$ cat src/rtl/pipe_hazard_ctrl.sv
`default_nettype none
// ============================================================================
// Module   : pipe_hazard_ctrl
// Purpose  : Pipeline hazard controller. Detects load-use hazards, handles
//            MEM-stage redirects, and sequences interrupt entry and return.
//            Also keeps a saturating stall counter and a wrapping IRQ counter.
// Revision : 1.0  initial release
// ============================================================================
module pipe_hazard_ctrl (
    input  logic        clk,
    input  logic        reset,
    input  logic [4:0]  id_rs,
    input  logic [4:0]  id_rt,
    input  logic        id_uses_rt,
    input  logic        id_valid,
    input  logic        ex_memread,
    input  logic [4:0]  ex_wreg,
    input  logic        mem_redirect,
    input  logic        irq_req,
    input  logic        kernel_mode,
    output logic        pc_write,
    output logic        ifid_write,
    output logic        ifid_flush,
    output logic        idex_flush,
    output logic        exmem_flush,
    output logic        irq_take,
    output logic [15:0] stall_cnt,
    output logic [7:0]  irq_cnt
);

    typedef enum logic [1:0] {
        S_RUN      = 2'd0,
        S_IRQ_PEND = 2'd1,
        S_IRQ_SVC  = 2'd2
    } state_t;

    localparam logic [15:0] c_STALL_MAX = 16'hFFFF;

    state_t      r_state;
    state_t      w_next_state;
    logic        r_seen_kernel;
    logic [15:0] r_stall_cnt;
    logic [7:0]  r_irq_cnt;
    logic        w_lu;
    logic        w_stall;
    logic        w_take;

    // Register 0 is hard-wired, so a load targeting it can never create a hazard.
    assign w_lu = ex_memread && (ex_wreg != 5'd0) &&
                  ((ex_wreg == id_rs) || (id_uses_rt && (ex_wreg == id_rt)));

    // A redirect squashes the dependent instruction anyway, so no stall is needed.
    assign w_stall = w_lu && !mem_redirect;

    // The ID instruction is marked for the interrupt only when it is real and will not be stalled or squashed.
    assign w_take  = (r_state == S_IRQ_PEND) && id_valid && !mem_redirect &&
                     !w_lu && !kernel_mode;

    // State register and handler-entry tracking.
    always_ff @(posedge clk or negedge reset) begin
        if (!reset) begin
            r_state       <= S_RUN;
            r_seen_kernel <= 1'b0;
        end else begin
            r_state       <= w_next_state;
            r_seen_kernel <= (w_next_state == S_IRQ_SVC) &&
                             (r_seen_kernel || kernel_mode);
        end
    end

    // Next-state logic for the interrupt sequencer.
    always_comb begin
        w_next_state = r_state;
        case (r_state)
            S_RUN: begin
                if (irq_req && !kernel_mode)
                    w_next_state = S_IRQ_PEND;
            end
            S_IRQ_PEND: begin
                if (w_take)
                    w_next_state = S_IRQ_SVC;
                else if (kernel_mode || !irq_req)
                    w_next_state = S_RUN;
            end
            S_IRQ_SVC: begin
                // Interrupts stay masked until the handler has been entered and left.
                if (r_seen_kernel && !kernel_mode)
                    w_next_state = S_RUN;
            end
            default: w_next_state = S_RUN;
        endcase
    end

    // Pipeline write-enable, flush and interrupt-take outputs.
    always_comb begin
        pc_write    = 1'b1;
        ifid_write  = 1'b1;
        ifid_flush  = 1'b0;
        idex_flush  = 1'b0;
        exmem_flush = 1'b0;
        irq_take    = 1'b0;
        if (reset) begin
            if (mem_redirect) begin
                ifid_flush  = 1'b1;
                idex_flush  = 1'b1;
                exmem_flush = 1'b1;
            end else if (w_lu) begin
                pc_write    = 1'b0;
                ifid_write  = 1'b0;
                idex_flush  = 1'b1;
            end else if (w_take) begin
                // The marked instruction proceeds; the one behind it is squashed.
                irq_take    = 1'b1;
                ifid_flush  = 1'b1;
            end
        end
    end

    // Event counters: stalls saturate, interrupts wrap.
    always_ff @(posedge clk or negedge reset) begin
        if (!reset) begin
            r_stall_cnt <= 16'd0;
            r_irq_cnt   <= 8'd0;
        end else begin
            if (w_stall && (r_stall_cnt != c_STALL_MAX))
                r_stall_cnt <= r_stall_cnt + 16'd1;
            if (w_take)
                r_irq_cnt <= r_irq_cnt + 8'd1;
        end
    end

    assign stall_cnt = r_stall_cnt;
    assign irq_cnt   = r_irq_cnt;

endmodule
`default_nettype wire

$ cat config.mk
export PLATFORM = sky130hd
export DESIGN_NAME = pipe_hazard_ctrl
export DESIGN_NICKNAME = d
export VERILOG_FILES = /design/src/rtl/pipe_hazard_ctrl.sv
export SDC_FILE = /design/constraint.sdc
export NUM_CORES = 1
export LEC_CHECK = 0
export BUFFER_PORTS_ARGS = -buffer_cell sky130_fd_sc_hd__buf_4
export CAP_MARGIN = 0
export CORE_MARGIN = 2
export CORE_UTILIZATION = 30
export CTS_CLUSTER_DIAMETER = 30
export DETAILED_ROUTE_END_ITERATION = 8
export GPL_TIMING_DRIVEN = 0
export HOLD_SLACK_MARGIN = 0.02
export PLACE_DENSITY = 0.63
export SYNTH_ARGS = -nofsm -noshare
export SYNTH_HDL_FRONTEND = slang
export SYNTH_SLANG_ARGS = --single-unit
$ cat constraint.sdc
create_clock -name clk -period 2.3 [get_ports clk]
set_clock_uncertainty 0.2 [all_clocks]
set_input_delay 0.46 -clock clk [delete_from_list [all_inputs] [get_ports clk]]
set_output_delay 0.46 -clock clk [all_outputs]
set_load 0.02 [all_outputs]
==> results of run 1 <==
[metal layers]
layer / up-vias / track usage (%) / part of all wire, %
met1: 598 / 18.0 / 44
li1: 612 / - / -
met3: 2 / 2.47 / 2.7
met5: - / 0 / 0
met4: 0 / 3.03 / 0.77
met2: 28 / 22.3 / 52
[state kept, by name (all words and copies together), names as in the netlist]
register,cells
r_state,2
r_seen_kernel,1
stall_cnt,16
irq_cnt,8
[cells in the mapped netlist (3+ instances only)]
master and instances:
and3_1 6, and4_1 4, dfrtp_1 27, nand2_1 7
nand3_1 4, nand3_2 7, nand4_1 4, nor2_1 7
o21a_1 3, xnor2_1 16, xor2_1 15
[path summary, 6_finish.rpt]
check,cells past startpoint,to
worst max register to register,8,stall_cnt[15]
worst min-delay path,3,r_state[0]
worst max-delay path,8,pc_write
min in group asynchronous,3,stall_cnt[12]
max in group asynchronous,3,stall_cnt[7]
worst min register to register,1,irq_cnt[7]
[repair_timing]
item | in CTS | in global routing
resized for setup | 9 | 7
endpoints found under the setup margin | 14 | 20
pin swaps | 10 | 6
buffers inserted | 12 | 6
cloned | 1 | 0
hold buffers | 2 | 0
hold endpoints to repair | 27 | 0
[area by class of cell]
cell class	instances	area [µm²]
Timing Repair Buffer	73	593
Tap cell	67	83.8
Clock buffer	4	45.0
Multi-Input combinational cell	98	803
Sequential cell	27	677
Inverter	1	3.75
Buffer	3	26.3
Fill cell	448	2490
[power by group through the flow]
stage               registers, W  logic [W]  clock network [W]
CTS                     0.000547   0.000311           0.000279
global placement        0.000573   0.000249                  0
global route            0.000554   0.000338           0.000294
finish                  0.000549   0.000312           0.000263
floorplan               0.000606  0.0000876                  0
detailed placement      0.000572   0.000255                  0
[cells by family after synthesis]
kind of cell             after synthesis
AO/OA/AOI/OAI                          9
XOR/XNOR                              31
adder cells (fa/ha/maj)                2
buffers and inverters                  5
flip-flops                            27
multiplexers                           2
AND/OR/NAND/NOR                       54
[stage by stage]
| step | hold WS, ps | std cells |
|---|---|---|
| finish | 204 | 273 |
| global route | 215 | 273 |
| CTS | 193 | 268 |
| detailed placement | 216 | 249 |
| global placement | 212 | 249 |
| floorplan | -35.6 | 130 |
[worst max-delay path: stages]
cell and delay [ps]:
buf_6 100, xor2_2 160, nor4_2 300, a32oi_2 200, nor2_4 160, nand3b_1 150, buf_6 150, buf_6 120
==> flow_metrics.py, run 1 <==
metrics = {
    "setup_path": {
        "setup.worst_path.start_class": "input pin",
        "kind_of_critical_path": "input pin to primary output",
        "setup.worst_path.end_class": "primary output",
        "timing.critical_path.arrival_ps": 1800,
        "crit-reg2reg-launch": "stall_cnt[8]",
        "critical_path.startpoint": "id_rt[2]",
        "worst-r2r-setup-slack_ps": 120,
        "crit_path_max_fanout": 4,
        "critPathRequiredTime_ps": 1640,
    },
    "synthesis": {
        "ys_async_sr_fraction_pct": 100,
        "postSynthCellCount": 130,
        "synth_simple_gate_area_share_pct": 25.0,
        "yosys_register_bits": 27,
        "yosys_most_used_dff": "dfrtp_1",
        "top_area_cell_type_share_of_the_netlist_area_pct": 46.2,
        "syn-cell-area_mm2": 0.00146,
        "yosysSeqAreaShare_pct": 46.2,
        "postSynthAreaPerCell_um2": 11.2,
        "synth_xor_xnor_area_share_pct": 18.6,
        "synth_compound_area_share_pct": 4.79,
        "synth.net_count": 155,
        "post-synth-top-area-cell": "dfrtp_1",
        "arithmetic_cell_share_of_the_synthesized_area_counting_full_adders_half_adders_and_majority_gates_pct": 1.71,
        "synthDistinctLibCells": 35,
        "synth_top_family_by_area": "simple AND/OR/NAND/NOR gates",
        "yosysWarningCount": 0,
        "synth.area.mux_share_pct": 1.54,
        "synth_edf_count": 0,
        "synth.top_cells.by_area": "dfrtp_1 46%, xnor2_1 9.6%, xor2_1 9.0%",
    },
    "timing": {
        "finalWorstSetupSlack_ps": -160,
        "final-hold-violation-count": 0,
        "finalWorstPathRequiredPeriod_ps": 2460,
        "fin_crit_sh_pct": 107,
        "worst-slew-pin-transition_ps": 456,
        "timing.slew.headroom_pct": 69.6,
        "clock.fmax_mhz": 407,
        "slew_violations": 0,
        "rsz0062_at_grt": "yes",
        "setup_viol": 5,
        "finalSetupTns_ps": -609,
    },
    "clocking": {
        "cts_num_sinks": 27,
        "htree_levels": 1,
        "cell_at_the_root_of_the_clock_tree": "clkbuf_8",
        "numCtsBuffers": 3,
        "clk_pin_slew_worst_paths_ps": 90,
        "tritoncts": "yes",
        "worst_skew_pair.late_latency_ps": 270,
        "max-clock-path-buffers": 2,
    },
    "placement": {
        "finalWeightedCongestion": 0.724,
        "port-buffer-count": 52,
        "post-place-ws_ps": -362,
        "place_area_mm2": 0.00197,
        "dp_hpwl_mm": 2.38,
    },
    "grt": {
        "grt_pass1_wl_mm": 5.64,
        "grt_pass1_vias": 1193,
        "grt_max_degree": 28,
        "total_congestion_overflow": 0,
        "grt_util_all_layers_pct": 13.4,
        "number_of_antenna_violations_at_the_first_check_in_global_routing": 0,
    },
    "detailed_routing": {
        "antenna_left": 0,
        "remaining_drc_errors": 0,
        "drt_first_pass_iters": 4,
        "finalWirelength_mm": 3.50,
        "wire_per_inst_um": 12.8,
        "drt_iter0_markers": 84,
        "route.vias.total": 1240,
        "vias_per_cell": 4.54,
    },
    "floorplan": {
        "start_util_pct": 30.9,
        "pin_count": 53,
        "core_area_mm2": 0.00472,
        "floorplan.rows": 25,
        "floorplan.die_area_mm2": 0.00545,
        "die_width_um": 73.8,
        "dieHeight_um": 73.8,
    },
    "finish": {
        "area.growth.synth_to_final_pct": 52.7,
        "finish.instance_area_mm2": 0.00223,
        "fin_nets": 232,
        "layout-drive-gt1-share_pct": 49.0,
        "layout_commonest_cell": "buf_4",
        "most_frequent_cells_in_the_layout": "62 x buf_4, 26 x dfrtp_1, 16 x xnor2_1",
        "antennaDiodeCount": 0,
        "post-route-util_pct": 47.3,
    },
    "outcome": {
        "violated_checks": "setup timing",
        "run_status": "finished, violations left",
    },
    "power_and_ir_drop": {
        "switchingPower_w": 0.000332,
        "ir_worst_vdd_v": 0.000394,
        "power.combinational.fraction_pct": 27.8,
        "pwr-share-clk_pct": 23.4,
        "seq_power_share_pct": 48.8,
        "pwr_density_cell_mw_per_mm2": 503,
        "cell_internal_pwr_w": 0.000792,
        "p_leak_nw": 1.07,
        "report.power.total_w": 0.00112,
        "netSwitchingFraction_pct": 29.5,
    },
    "worst_hold_path": {
        "hold_class": "input pin to flop",
        "hold_path_startpoint": "irq_req",
    },
    "flow_run": {
        "maxCapViolCount": 0,
    },
}
(Power assumes the default switching activity.)
==> run 2: changes to the inputs <==
SETUP_SLACK_MARGIN = 0.02   (was unset)
==> run 2 against run 1 <==
  * Register-to-register slack about the same
  * The flow still finishes with violations (setup timing)
  * Total power down 1.7%
  * Largest power group unchanged
  * First-iteration DRC count is 32% lower
  * Non-clock buffer count stayed put
  * Highest routed layer is now met3
  * Flip-flop and latch count did not move
  * Combinational power fell by 11%
==> flow_metrics.py, run 2 (synthesis results as in run 1) <==
metrics = {
    "power_and_ir_drop": {
        "pwr-share-clk_pct": 23.8,
        "ir_worst_vdd_v": 0.000250,
        "p_leak_nw": 1.07,
        "switchingPower_w": 0.000326,
        "report.power.total_w": 0.00110,
        "power.combinational.fraction_pct": 25.1,
        "pwr_density_cell_mw_per_mm2": 492,
        "seq_power_share_pct": 51.1,
        "netSwitchingFraction_pct": 29.5,
        "cell_internal_pwr_w": 0.000778,
    },
    "detailed_routing": {
        "vias_per_cell": 4.47,
        "drt_iter0_markers": 57,
        "drt_first_pass_iters": 4,
        "route.vias.total": 1219,
        "finalWirelength_mm": 3.57,
        "antenna_left": 0,
        "wire_per_inst_um": 13.1,
        "remaining_drc_errors": 0,
    },
    "placement": {
        "finalWeightedCongestion": 0.727,
        "port-buffer-count": 52,
        "dp_hpwl_mm": 2.42,
        "post-place-ws_ps": -385,
        "numPlacedInstances": 249,
    },
    "grt": {
        "number_of_antenna_violations_at_the_first_check_in_global_routing": 0,
        "grt_pass1_vias": 1181,
        "total_congestion_overflow": 0,
        "grt_pass1_wl_mm": 5.67,
        "grt_util_all_layers_pct": 13.5,
        "grt_max_degree": 28,
    },
    "setup_path": {
        "worst_path_dominant_cell_family": "simple AND/OR/NAND/NOR gates",
        "path_cells": "buf_8 -> or4_4 -> o21ai_4 -> nor2_4 -> buf_6 -> o21a_1 -> buf_6",
        "setup.worst_path.end_class": "primary output",
        "timing.critical_path.arrival_ps": 1820,
        "cell_type_of_the_slowest_stage_on_the_worst_timing_path": "or4_4",
        "crit_path_max_incr_delay_ps": 540,
        "crit_path_max_fanout": 4,
        "cpMostUsedCell": "buf_6",
        "critPathBufInv": 3,
        "setup.worst_path.start_class": "input pin",
        "critPathRequiredTime_ps": 1640,
        "kind_of_critical_path": "input pin to primary output",
    },
    "clocking": {
        "tritoncts": "yes",
        "cts_num_sinks": 27,
        "max-clock-path-buffers": 2,
        "clk_pin_slew_worst_paths_ps": 90,
        "numCtsBuffers": 3,
        "worst_skew_pair.late_latency_ps": 270,
        "htree_levels": 1,
        "cell_at_the_root_of_the_clock_tree": "clkbuf_8",
    },
    "floorplan": {
        "core_area_mm2": 0.00472,
        "start_util_pct": 30.9,
        "floorplan.die_area_mm2": 0.00545,
        "die_width_um": 73.8,
        "floorplan.rows": 25,
        "dieHeight_um": 73.8,
        "pin_count": 53,
    },
    "timing": {
        "timing.slew.headroom_pct": 70.6,
        "timing.hold.ws_ps": 208,
        "clock.fmax_mhz": 403,
        "finalWorstPathRequiredPeriod_ps": 2480,
        "fin_crit_sh_pct": 108,
        "final-hold-violation-count": 0,
        "rsz0062_at_grt": "yes",
        "slew_violations": 0,
        "setup_viol": 5,
        "worst-slew-pin-transition_ps": 441,
        "finalWorstSetupSlack_ps": -181,
    },
    "finish": {
        "layout-drive-gt1-share_pct": 50.5,
        "layout_commonest_cell": "buf_4",
        "max_ffs_per_register": 16,
        "multiInputGateArea_um2": 802,
        "area.growth.synth_to_final_pct": 53.5,
        "nFillCells": 467,
        "fin_nets": 232,
        "most_frequent_cells_in_the_layout": "60 x buf_4, 23 x dfrtp_1, 16 x xnor2_1",
        "non_filler_instances": 273,
        "antennaDiodeCount": 0,
        "sequential_cell_area_um2": 681,
    },
    "worst_hold_path": {
        "hold_class": "input pin to flop",
    },
    "outcome": {
        "run_status": "finished, violations left",
        "violated_checks": "setup timing",
    },
    "flow_run": {
        "maxCapViolCount": 0,
    },
}
-- run 2: worst register-to-register path, cell delays in order (launching register included) --
cell and delay (ps):
dfrtp_2 430, and4_1 240, and3_4 210, and3_1 210, nor4_4 250, buf_4 150
buf_2 180, nand3_2 100, xnor2_1 130
-- run 2: timing repair --
item                                    in CTS  in global routing
endpoints found under the hold margin       27                  0
hold buffers                                 2                  0
cloned                                       1                  0
pin swaps                                   10                  4
endpoints found under the setup margin      14                 20
buffers inserted                            10                  8
resized for setup                           12                  8
-- run 2: path summary, 6_finish.rpt --
kind	from	to	slack, ps	cells after the start
min in group asynchronous	reset	stall_cnt[5]	540	3
hold / removal	irq_req	r_state[0]	210	3
hold reg to reg	irq_cnt[7]	irq_cnt[7]	270	1
setup reg to reg	stall_cnt[2]	stall_cnt[11]	110	8
setup / recovery	ex_wreg[4]	idex_flush	-180	7
max in group asynchronous	reset	stall_cnt[7]	1190	3
-- run 2: routing by layer --
layer	wire (µm)	up-vias	track usage [%]
met2	1910	25	22.5
met1	1570	581	17.9
met5	0	-	0
li1	-	613	-
met4	0	0	3.03
met3	98	0	2.74
-- run 2: power groups by stage --
stage	logic, W	clock network (W)	registers (W)
CTS	0.000278	0.000277	0.000563
detailed placement	0.000258	0	0.000572
floorplan	0.0000879	0	0.000606
global placement	0.000252	0	0.000571
global route	0.000300	0.000300	0.000572
finish	0.000277	0.000263	0.000564
-- run 2: per-stage QoR --
| stage | util, % | setup TNS [ps] | instance area [µm²] |
|---|---|---|---|
| 2_1_floorplan | - | -145 | 1500 |
| 3_3_place_gp | 41.8 | -4760 | 1970 |
| 3_5_place_dp | 41.8 | -4670 | 1970 |
| 4_1_cts | 46.1 | -819 | 2180 |
| 5_1_grt | 47.5 | -1070 | 2240 |
| 6_report | 47.5 | -642 | 2240 |
-- run 2: layout make-up --
| class | count | area share [%] |
|---|---|---|
| multi-input combinational | 98 | 35.8 |
| sequential | 27 | 30.3 |
| timing repair buffer | 73 | 26.8 |
| tap | 67 | 3.74 |
| clock buffer | 4 | 2.01 |
| buffer | 3 | 1.17 |
| inverter | 1 | 0.167 |
